File: config.mk
export PLATFORM = sky130hd
export DESIGN_NAME = mac_header_inserter_flat
export DESIGN_NICKNAME = d
export VERILOG_FILES = /design/src/rtl/mac_header_inserter_if.sv /design/src/rtl/mac_header_inserter.sv /design/src/flat_wrapper.sv
export SDC_FILE = /design/constraint.sdc
export NUM_CORES = 1
export LEC_CHECK = 0
export BUFFER_PORTS_ARGS = -buffer_cell sky130_fd_sc_hd__buf_2
export CAP_MARGIN = 20
export CORE_AREA = 8 8 148 150
export CTS_CLUSTER_SIZE = 25
export DETAILED_ROUTE_END_ITERATION = 7
export DIE_AREA = 0 0 156 158
export PLACE_DENSITY = 0.71
export SLEW_MARGIN = 20
export SYNTH_ARGS = -nofsm -noshare
export SYNTH_HDL_FRONTEND = slang
export SYNTH_SLANG_ARGS = --single-unit
File: constraint.sdc
create_clock -name clk -period 6.3 [get_ports clk]
set_clock_uncertainty 0.05 [all_clocks]
set_input_delay 1.26 -clock clk [delete_from_list [all_inputs] [get_ports clk]]
set_output_delay 1.26 -clock clk [all_outputs]
set_load 0.05 [all_outputs]
File: src/rtl/mac_header_inserter_if.sv
// Avalon-ST beat bundle with a ready/valid handshake.
// master drives the beat; slave returns ready.
interface mac_header_inserter_if #(
  parameter int DATA_WIDTH  = 32,
  parameter int EMPTY_WIDTH = 2
);
  logic [DATA_WIDTH-1:0]  data;
  logic                   valid;
  logic                   sop;
  logic                   eop;
  logic [EMPTY_WIDTH-1:0] empty;
  logic                   ready;

  modport master (
    output data,
    output valid,
    output sop,
    output eop,
    output empty,
    input  ready
  );

  modport slave (
    input  data,
    input  valid,
    input  sop,
    input  eop,
    input  empty,
    output ready
  );
endinterface

File: src/rtl/mac_header_inserter.sv
// Transmit-path framer: prepends {dest, src} MAC header
// to each Avalon-ST packet from the payload engine.
module mac_header_inserter #(
  parameter int DATA_WIDTH     = 32,
  parameter int EMPTY_WIDTH    = 2,
  parameter int MAC_ADDR_WIDTH = 48,
  parameter int HEADER_SIZE    = 96
) (
  input  logic                      clk,
  input  logic                      rst,
  input  logic [MAC_ADDR_WIDTH-1:0] dest_mac_addr,
  input  logic [MAC_ADDR_WIDTH-1:0] source_mac_addr,
  mac_header_inserter_if.slave      in_st,
  mac_header_inserter_if.master     out_st,
  output logic [15:0]               pkt_count,
  output logic [15:0]               drop_count,
  output logic [15:0]               err_count
);

  localparam int HEADER_WORDS = HEADER_SIZE / DATA_WIDTH;
  localparam int CNT_W =
    (HEADER_WORDS > 1) ? $clog2(HEADER_WORDS) : 1;
  localparam logic [CNT_W-1:0] LAST_WORD =
    CNT_W'(HEADER_WORDS - 1);

  generate
    if ((HEADER_SIZE % DATA_WIDTH) != 0 ||
        HEADER_SIZE != 2 * MAC_ADDR_WIDTH) begin : g_bad_cfg
      $error("HEADER_SIZE must be 2*MAC and a DATA_WIDTH multiple");
    end
  endgenerate

  typedef enum logic [1:0] {
    IDLE,
    HEADER,
    HOLD,
    PAYLOAD
  } state_t;

  state_t                 state;
  state_t                 state_n;
  logic [CNT_W-1:0]       cnt;
  logic [CNT_W-1:0]       cnt_n;
  logic [HEADER_SIZE-1:0] hdr;
  logic [DATA_WIDTH-1:0]  hold_data;
  logic                   hold_eop;
  logic [EMPTY_WIDTH-1:0] hold_empty;

  logic latch;
  logic hdr_shift;
  logic drop_ev;
  logic err_ev;
  logic pkt_ev;

  always_comb begin
    state_n      = state;
    cnt_n        = cnt;
    latch        = 1'b0;
    hdr_shift    = 1'b0;
    drop_ev      = 1'b0;
    err_ev       = 1'b0;
    pkt_ev       = 1'b0;
    in_st.ready  = 1'b0;
    out_st.valid = 1'b0;
    out_st.data  = '0;
    out_st.sop   = 1'b0;
    out_st.eop   = 1'b0;
    out_st.empty = '0;
    unique case (state)
      IDLE: begin
        in_st.ready = 1'b1;
        if (in_st.valid) begin
          if (in_st.sop) begin
            latch   = 1'b1;
            cnt_n   = '0;
            state_n = HEADER;
          end else begin
            drop_ev = 1'b1;
          end
        end
      end
      HEADER: begin
        out_st.valid = 1'b1;
        out_st.data  = hdr[HEADER_SIZE-1 -: DATA_WIDTH];
        out_st.sop   = (cnt == '0);
        if (out_st.ready) begin
          hdr_shift = 1'b1;
          if (cnt == LAST_WORD) begin
            state_n = HOLD;
          end else begin
            cnt_n = cnt + CNT_W'(1);
          end
        end
      end
      HOLD: begin
        out_st.valid = 1'b1;
        out_st.data  = hold_data;
        out_st.eop   = hold_eop;
        out_st.empty = hold_eop ? hold_empty : '0;
        if (out_st.ready) begin
          if (hold_eop) begin
            pkt_ev  = 1'b1;
            state_n = IDLE;
          end else begin
            state_n = PAYLOAD;
          end
        end
      end
      PAYLOAD: begin
        in_st.ready  = out_st.ready;
        out_st.valid = in_st.valid;
        // gate with valid so an idle upstream never leaks X
        if (in_st.valid) begin
          out_st.data  = in_st.data;
          out_st.eop   = in_st.eop;
          out_st.empty = in_st.eop ? in_st.empty : '0;
          if (out_st.ready) begin
            err_ev = in_st.sop;
            if (in_st.eop) begin
              pkt_ev  = 1'b1;
              state_n = IDLE;
            end
          end
        end
      end
      default: state_n = IDLE;
    endcase
  end

  always_ff @(posedge clk or posedge rst) begin
    if (rst) begin
      state      <= IDLE;
      cnt        <= '0;
      hdr        <= '0;
      hold_data  <= '0;
      hold_eop   <= 1'b0;
      hold_empty <= '0;
    end else begin
      state <= state_n;
      cnt   <= cnt_n;
      if (latch) begin
        hdr        <= {dest_mac_addr, source_mac_addr};
        hold_data  <= in_st.data;
        hold_eop   <= in_st.eop;
        hold_empty <= in_st.empty;
      end else if (hdr_shift) begin
        hdr <= hdr << DATA_WIDTH;
      end
    end
  end

  always_ff @(posedge clk or posedge rst) begin
    if (rst) begin
      pkt_count  <= '0;
      drop_count <= '0;
      err_count  <= '0;
    end else begin
      if (pkt_ev) pkt_count <= pkt_count + 16'd1;
      if (drop_ev) drop_count <= drop_count + 16'd1;
      if (err_ev) err_count <= err_count + 16'd1;
    end
  end

endmodule

File: src/flat_wrapper.sv
// flat-port wrapper written by rule: the top's interface ports become plain ports
module mac_header_inserter_flat 
#(
  parameter int DATA_WIDTH     = 32,
  parameter int EMPTY_WIDTH    = 2,
  parameter int MAC_ADDR_WIDTH = 48,
  parameter int HEADER_SIZE    = 96
)
  (clk, rst, dest_mac_addr, source_mac_addr, pkt_count, drop_count, err_count, in_st_data, in_st_valid, in_st_sop, in_st_eop, in_st_empty, in_st_ready, out_st_data, out_st_valid, out_st_sop, out_st_eop, out_st_empty, out_st_ready);
  mac_header_inserter_if #(.DATA_WIDTH(DATA_WIDTH), .EMPTY_WIDTH(EMPTY_WIDTH)) in_st_i ();
  mac_header_inserter_if #(.DATA_WIDTH(DATA_WIDTH), .EMPTY_WIDTH(EMPTY_WIDTH)) out_st_i ();
  input  logic clk;
  input  logic rst;
  input  logic [MAC_ADDR_WIDTH-1:0] dest_mac_addr;
  input  logic [MAC_ADDR_WIDTH-1:0] source_mac_addr;
  output logic [15:0] pkt_count;
  output logic [15:0] drop_count;
  output logic [15:0] err_count;
  input wire logic [$bits(in_st_i.data)-1:0] in_st_data;
  input wire logic [$bits(in_st_i.valid)-1:0] in_st_valid;
  input wire logic [$bits(in_st_i.sop)-1:0] in_st_sop;
  input wire logic [$bits(in_st_i.eop)-1:0] in_st_eop;
  input wire logic [$bits(in_st_i.empty)-1:0] in_st_empty;
  output wire logic [$bits(in_st_i.ready)-1:0] in_st_ready;
  output wire logic [$bits(out_st_i.data)-1:0] out_st_data;
  output wire logic [$bits(out_st_i.valid)-1:0] out_st_valid;
  output wire logic [$bits(out_st_i.sop)-1:0] out_st_sop;
  output wire logic [$bits(out_st_i.eop)-1:0] out_st_eop;
  output wire logic [$bits(out_st_i.empty)-1:0] out_st_empty;
  input wire logic [$bits(out_st_i.ready)-1:0] out_st_ready;
  assign in_st_i.data = in_st_data;
  assign in_st_i.valid = in_st_valid;
  assign in_st_i.sop = in_st_sop;
  assign in_st_i.eop = in_st_eop;
  assign in_st_i.empty = in_st_empty;
  assign in_st_ready = in_st_i.ready;
  assign out_st_data = out_st_i.data;
  assign out_st_valid = out_st_i.valid;
  assign out_st_sop = out_st_i.sop;
  assign out_st_eop = out_st_i.eop;
  assign out_st_empty = out_st_i.empty;
  assign out_st_i.ready = out_st_ready;
  mac_header_inserter #(.DATA_WIDTH(DATA_WIDTH), .EMPTY_WIDTH(EMPTY_WIDTH), .MAC_ADDR_WIDTH(MAC_ADDR_WIDTH), .HEADER_SIZE(HEADER_SIZE)) u_core (.clk(clk), .rst(rst), .dest_mac_addr(dest_mac_addr), .source_mac_addr(source_mac_addr), .in_st(in_st_i), .out_st(out_st_i), .pkt_count(pkt_count), .drop_count(drop_count), .err_count(err_count));
endmodule
Word level (Yosys, flattened, before mapping)
Index checks and enable logic that the tools add are counted.

Input bits: 136. Register bits: 183.

Reductions and logical operators: 7. Add/sub/neg operators: 4. Mux-type cells: 45. Equal/unequal tests: 13.

Operator list (number): $mux 96 (2); $pmux 32 s3 (1); $add 16x1->16 const B (3); $mux 2 (16); $mux 32 (1); $mux 1 (18); $ne 2x2->1 const B (8); $pmux 1 s2 (4); $pmux 2 s2 (2); $pmux 2 s4 (1); $reduce_and 8->1 (1); $eq 2x2->1 const B (3); $reduce_and 5->1 (1); $logic_not 2->1 (2); $reduce_bool 2->1 (2); $add 2x1->2 const B (1); $eq 2x1->1 const B (1); $ne 2x1->1 const B (1); $reduce_or 2->1 (1).

Logic depth before layout (Yosys ltp)
Depth in word-level cells: 4. Depth in mapped cells: 9. Depth with buffers taken out: 6.

Worst setup path after synthesis
No wires, ideal clock.

Path type: input port to output port. Start point: in in_st_valid. End point: out out_st_empty[0]. Slack: 2.261 ns. Required time: 4.990 ns. Stages on the path: 6. Buffers on the path: 3. Arrival: 2.729 ns. Path through: buf_4 > and2_1 > buf_2 > buf_2 > nand3_1 > a21oi_1.

Longest elaborated chain between the ends: 2.

Ends and longest elaborated chain: start: declaration (line flat_wrapper.sv:20) `input wire logic [$bits(in_st_i.valid)-1:0] in_st_valid;`; $mux 2 (line mac_header_inserter.sv:113) `if (in_st.valid) begin`; $pmux 2 s2 (line mac_header_inserter.sv:69) `unique case (state)`; end: declaration (line flat_wrapper.sv:29) `output wire logic [$bits(out_st_i.empty)-1:0] out_st_empty;`.

No other way between the ends.

Worst setup path in the final report
Start point: in in_st_valid. End point: out out_st_data[3].

Longest elaborated chain between the ends: 2.

Ends and longest elaborated chain: $mux 32 (line mac_header_inserter.sv:113); $pmux 32 s3 (line mac_header_inserter.sv:69); end: declaration (line flat_wrapper.sv:25) `output wire logic [$bits(out_st_i.data)-1:0] out_st_data;`.

No other way between the ends.

==> key figures <==
Clock tree
  – Cts hold-fix bufs: 0
  – Clk sink count: 183
  – Root Buffer: clkbuf_16
  – CTS tree: yes
  – Setup bufs post-CTS: 0
  – Post-CTS resize count: 0
  – Clock-pin slew on the worst setup and hold paths: 60 ps
  – Number of buffers created by CTS: 17
  – CTS max path bufs: 2
  – Worst skew pair latency: 420 ps
  – Htree depth: 4

Logic synthesis
  – Sequential area share after synthesis: 53.0%
  – Avg Synthesized Cell Area: 10.6 um^2
  – Post-Synth Adder-Cell Area: 1.74%
  – Primary FF master, synth: dfrtp_1
  – YS warnings: 0
  – Largest family of logic cells by synthesized area: simple AND/OR/NAND/NOR gates
  – Synth unique cells: 45
  – Simple-gate portion of the synthesized area: 13.0%
  – #FFs+latches synth: 183
  – Post-synthesis cell type with the largest combined area: dfrtp_1
  – Async SR Flop Fraction: 100%
  – Yosys top cell area share: 53.0%
  – EDFF count, synth: 0
  – Synth Area in Compound Gates: 11.0%
  – Mapped Area: 8630 um^2
  – Post-synthesis mux area share: 12.4%
  – Area contributors post-synth: dfrtp_1 53%, mux2i_1 7.5%, nand2_1 6.5%
  – Post-Synth XOR/XNOR Area: 4.56%
  – Syn Nets: 959
  – Post-Synthesis Cells: 811

Final layout
  – Design area: 10,400 um^2
  – Final Non-Filler Cells: 1,283
  – Commonest cells after routing, fill and taps aside: 221 x buf_2, 183 x dfrtp_1, 149 x nand2_1
  – FF/Latch Area: 4580 um^2
  – Share of cells above drive strength 1: 30.1%
  – Multi-input logic area: 3690 um^2
  – Core Util, Final: 52.7%
  – Area Overhead vs Synth: 20.3%
  – Layout Nets: 1,147
  – Fillcell total: 1,822
  – Commonest non-fill, non-tap cell in the layout: buf_2

Pwr
  – Clock share of power: 21.7%
  – Leak Pwr: 4.84 nW
  – Cell Pwr Density: 469 nW/um^2
  – Logic pwr share: 40.1%
  – Sw Share: 42.6%
  – Cell Int Power: 2.80 mW
  – Sw power: 2.08 mW
  – Flop pwr share: 38.2%
  – Maximum VDD drop: 0.250 mV

Global route
  – Grt ovf: 0
  – Total track usage: 18.0%
  – Largest net degree at the start of global routing: 140
  – First-pass GRT wire length: 35.3 mm
  – Vias in the first global route: 6,696
  – Initial antenna violation count: 7

Placed design
  – Number of port buffers: 221
  – Placed cell area: 9810 um^2
  – # placed instances: 1,250
  – HPWL after detailed placement: 15.4 mm
  – Gpl congestion: 0.773

Critical path
  – Max incr delay on CP: 760 ps
  – Worst Path Max Fanout: 37
  – Critical path's slowest cell: and2_2
  – CP Cell Sequence: buf_2, and2_2, a222oi_1, nor2_1, buf_2
  – Reg2reg end: u_core.hdr[90]
  – Reg-to-reg critical path startpoint: u_core.state[1]
  – CP Capture Type: output pin
  – Crit start category: input port
  – CP arrival: 2870 ps
  – Critical path class: in -> out
  – Reg2reg setup slack: 3030 ps
  – Cell mode on critical path: buf_2
  – R2r worst-path depth: 6
  – Critical Path RT: 4990 ps

STA
  – Fmax achieved: 0.239 GHz
  – RSZ-0062 raised after global routing: false
  – Relative slew slack: 35.9%
  – Crit path time final: 4180 ps
  – Period utilization: 66.4%
  – Worst-Margin Slew: 962 ps
  – Max Transition Viols Final: 0
  – Setup Viol. Count Final: 0
  – Hold WS: 415 ps
  – Sum Neg Setup Slack: 0 ps
  – Final Hold Fails: 0

Floorplanning
  – Ports: 222
  – Core area: 19,700 um^2
  – Die area: 24,600 um^2
  – Std cell rows: 52
  – Initial Util: 43.8%
  – Die width: 156 um
  – Die Span Y: 158 um

Worst hold path
  – Worst Hold Launch: u_core.pkt_count[15]
  – WHS Endpoint: u_core.pkt_count[15]
  – Hold Path Depth: 1
  – Tightest Hold Check Type: reg -> reg

Status
  – Status: finished, final reports clean

Drt
  – First-pass DRT Iterations: 6
  – Initial DRC count: 428
  – DR vias: 6,781
  – Final wirelength: 22.1 mm
  – Post-DR wirelength/cell: 17.3 um
  – Vias per cell: 5.29
  – DRT antenna net count: 0
  – Post-route DRC: 0

Flow run
  – # Max-Cap Violations: 0
Yosys cell counts, drive strengths merged, types with 2 or more instances:
| master | instances |
|---|---|
| nor2 | 50 |
| a41oi | 3 |
| and3 | 7 |
| mux2 | 37 |
| xnor2 | 36 |
| o21ai | 97 |
| dfrtp | 183 |
| inv | 9 |
| a32oi | 2 |
| nor3 | 3 |
| nand4 | 13 |
| ha | 12 |
| a222oi | 32 |
| a32o | 2 |
| buf | 32 |
| nand2 | 149 |
| xor2 | 9 |
| a21oi | 3 |
| and4 | 5 |
| and2 | 5 |
| mux2i | 65 |
| clkbuf | 25 |
| nand3 | 17 |
worst max-delay path, delay by kind of cell:
kind | cells | cell delay (ps)
simple gates | 2 | 890
buf+inv | 2 | 450
compound gates | 1 | 220
worst max path at each step:
stage | startpoint | to | slack, ps | cells past startpoint
final | in_st_valid | out_st_data[3] | 2120 | 5
after detailed placement | in_st_valid | out_st_data[9] | 2130 | 5
after global routing | in_st_valid | out_st_data[3] | 2000 | 5
after CTS | in_st_valid | out_st_data[9] | 2120 | 5
after global placement | in_st_valid | out_st_data[6] | 2230 | 5
after floorplan | rst | u_core.cnt[0] | 20 | 1
metal layers:
metal | track usage, % | wire length [um] | vias up
li1 | - | - | 3242
met1 | 23.2 | 9900 | 3299
met2 | 28.6 | 10300 | 206
met3 | 6.03 | 1710 | 24
met4 | 4.81 | 226 | 10
met5 | 0 | 52 | -
sequential cells by signal, summed over array words and instances, names as in the netlist:
name / flops
u_core.cnt: 2
u_core.drop_count: 16
u_core.err_count: 16
u_core.hdr: 96
u_core.hold_data: 32
u_core.hold_empty: 2
u_core.hold_eop: 1
u_core.pkt_count: 16
u_core.state: 2
stage by stage:
| step | power [mW] | setup WS (ps) |
|---|---|---|
| after floorplan | 3.35 | 18.0 |
| after detailed placement | 3.86 | 2130 |
| after global placement | 3.79 | 2230 |
| after global routing | 5.17 | 2000 |
| after CTS | 4.93 | 2120 |
| final | 4.87 | 2120 |
cells by family (layout without fill, tap and decap cells):
logic type | count (synthesis) | count (layout)
and+or+nand+nor | 256 | 256
DFF | 183 | 183
AOI/OAI and AO/OA | 147 | 147
muxes | 102 | 102
buffers and inverters | 66 | 266
xor gates and xnor gates | 45 | 45
adders and majority gates | 12 | 12
other | 0 | 2
power by group through the flow:
stage | Clock [mW] | Sequential (mW) | Combinational, mW
2_1_floorplan | 0 | 1.88 | 1.48
3_3_place_gp | 0 | 1.87 | 1.92
3_5_place_dp | 0 | 1.88 | 1.98
4_1_cts | 1.09 | 1.86 | 1.98
5_1_grt | 1.12 | 1.91 | 2.13
6_report | 1.06 | 1.86 | 1.95
final cells by class:
class,instances,area share (%)
clock buffers,18,4.23
clock inverters,13,1.31
diodes,2,0.0482
inverters,9,0.397
well taps,270,3.25
multi-input cells,562,35.6
flip-flops and latches,183,44.1
repair buffers,226,11.1
Note: power is estimated with default switching activity, not from simulation.
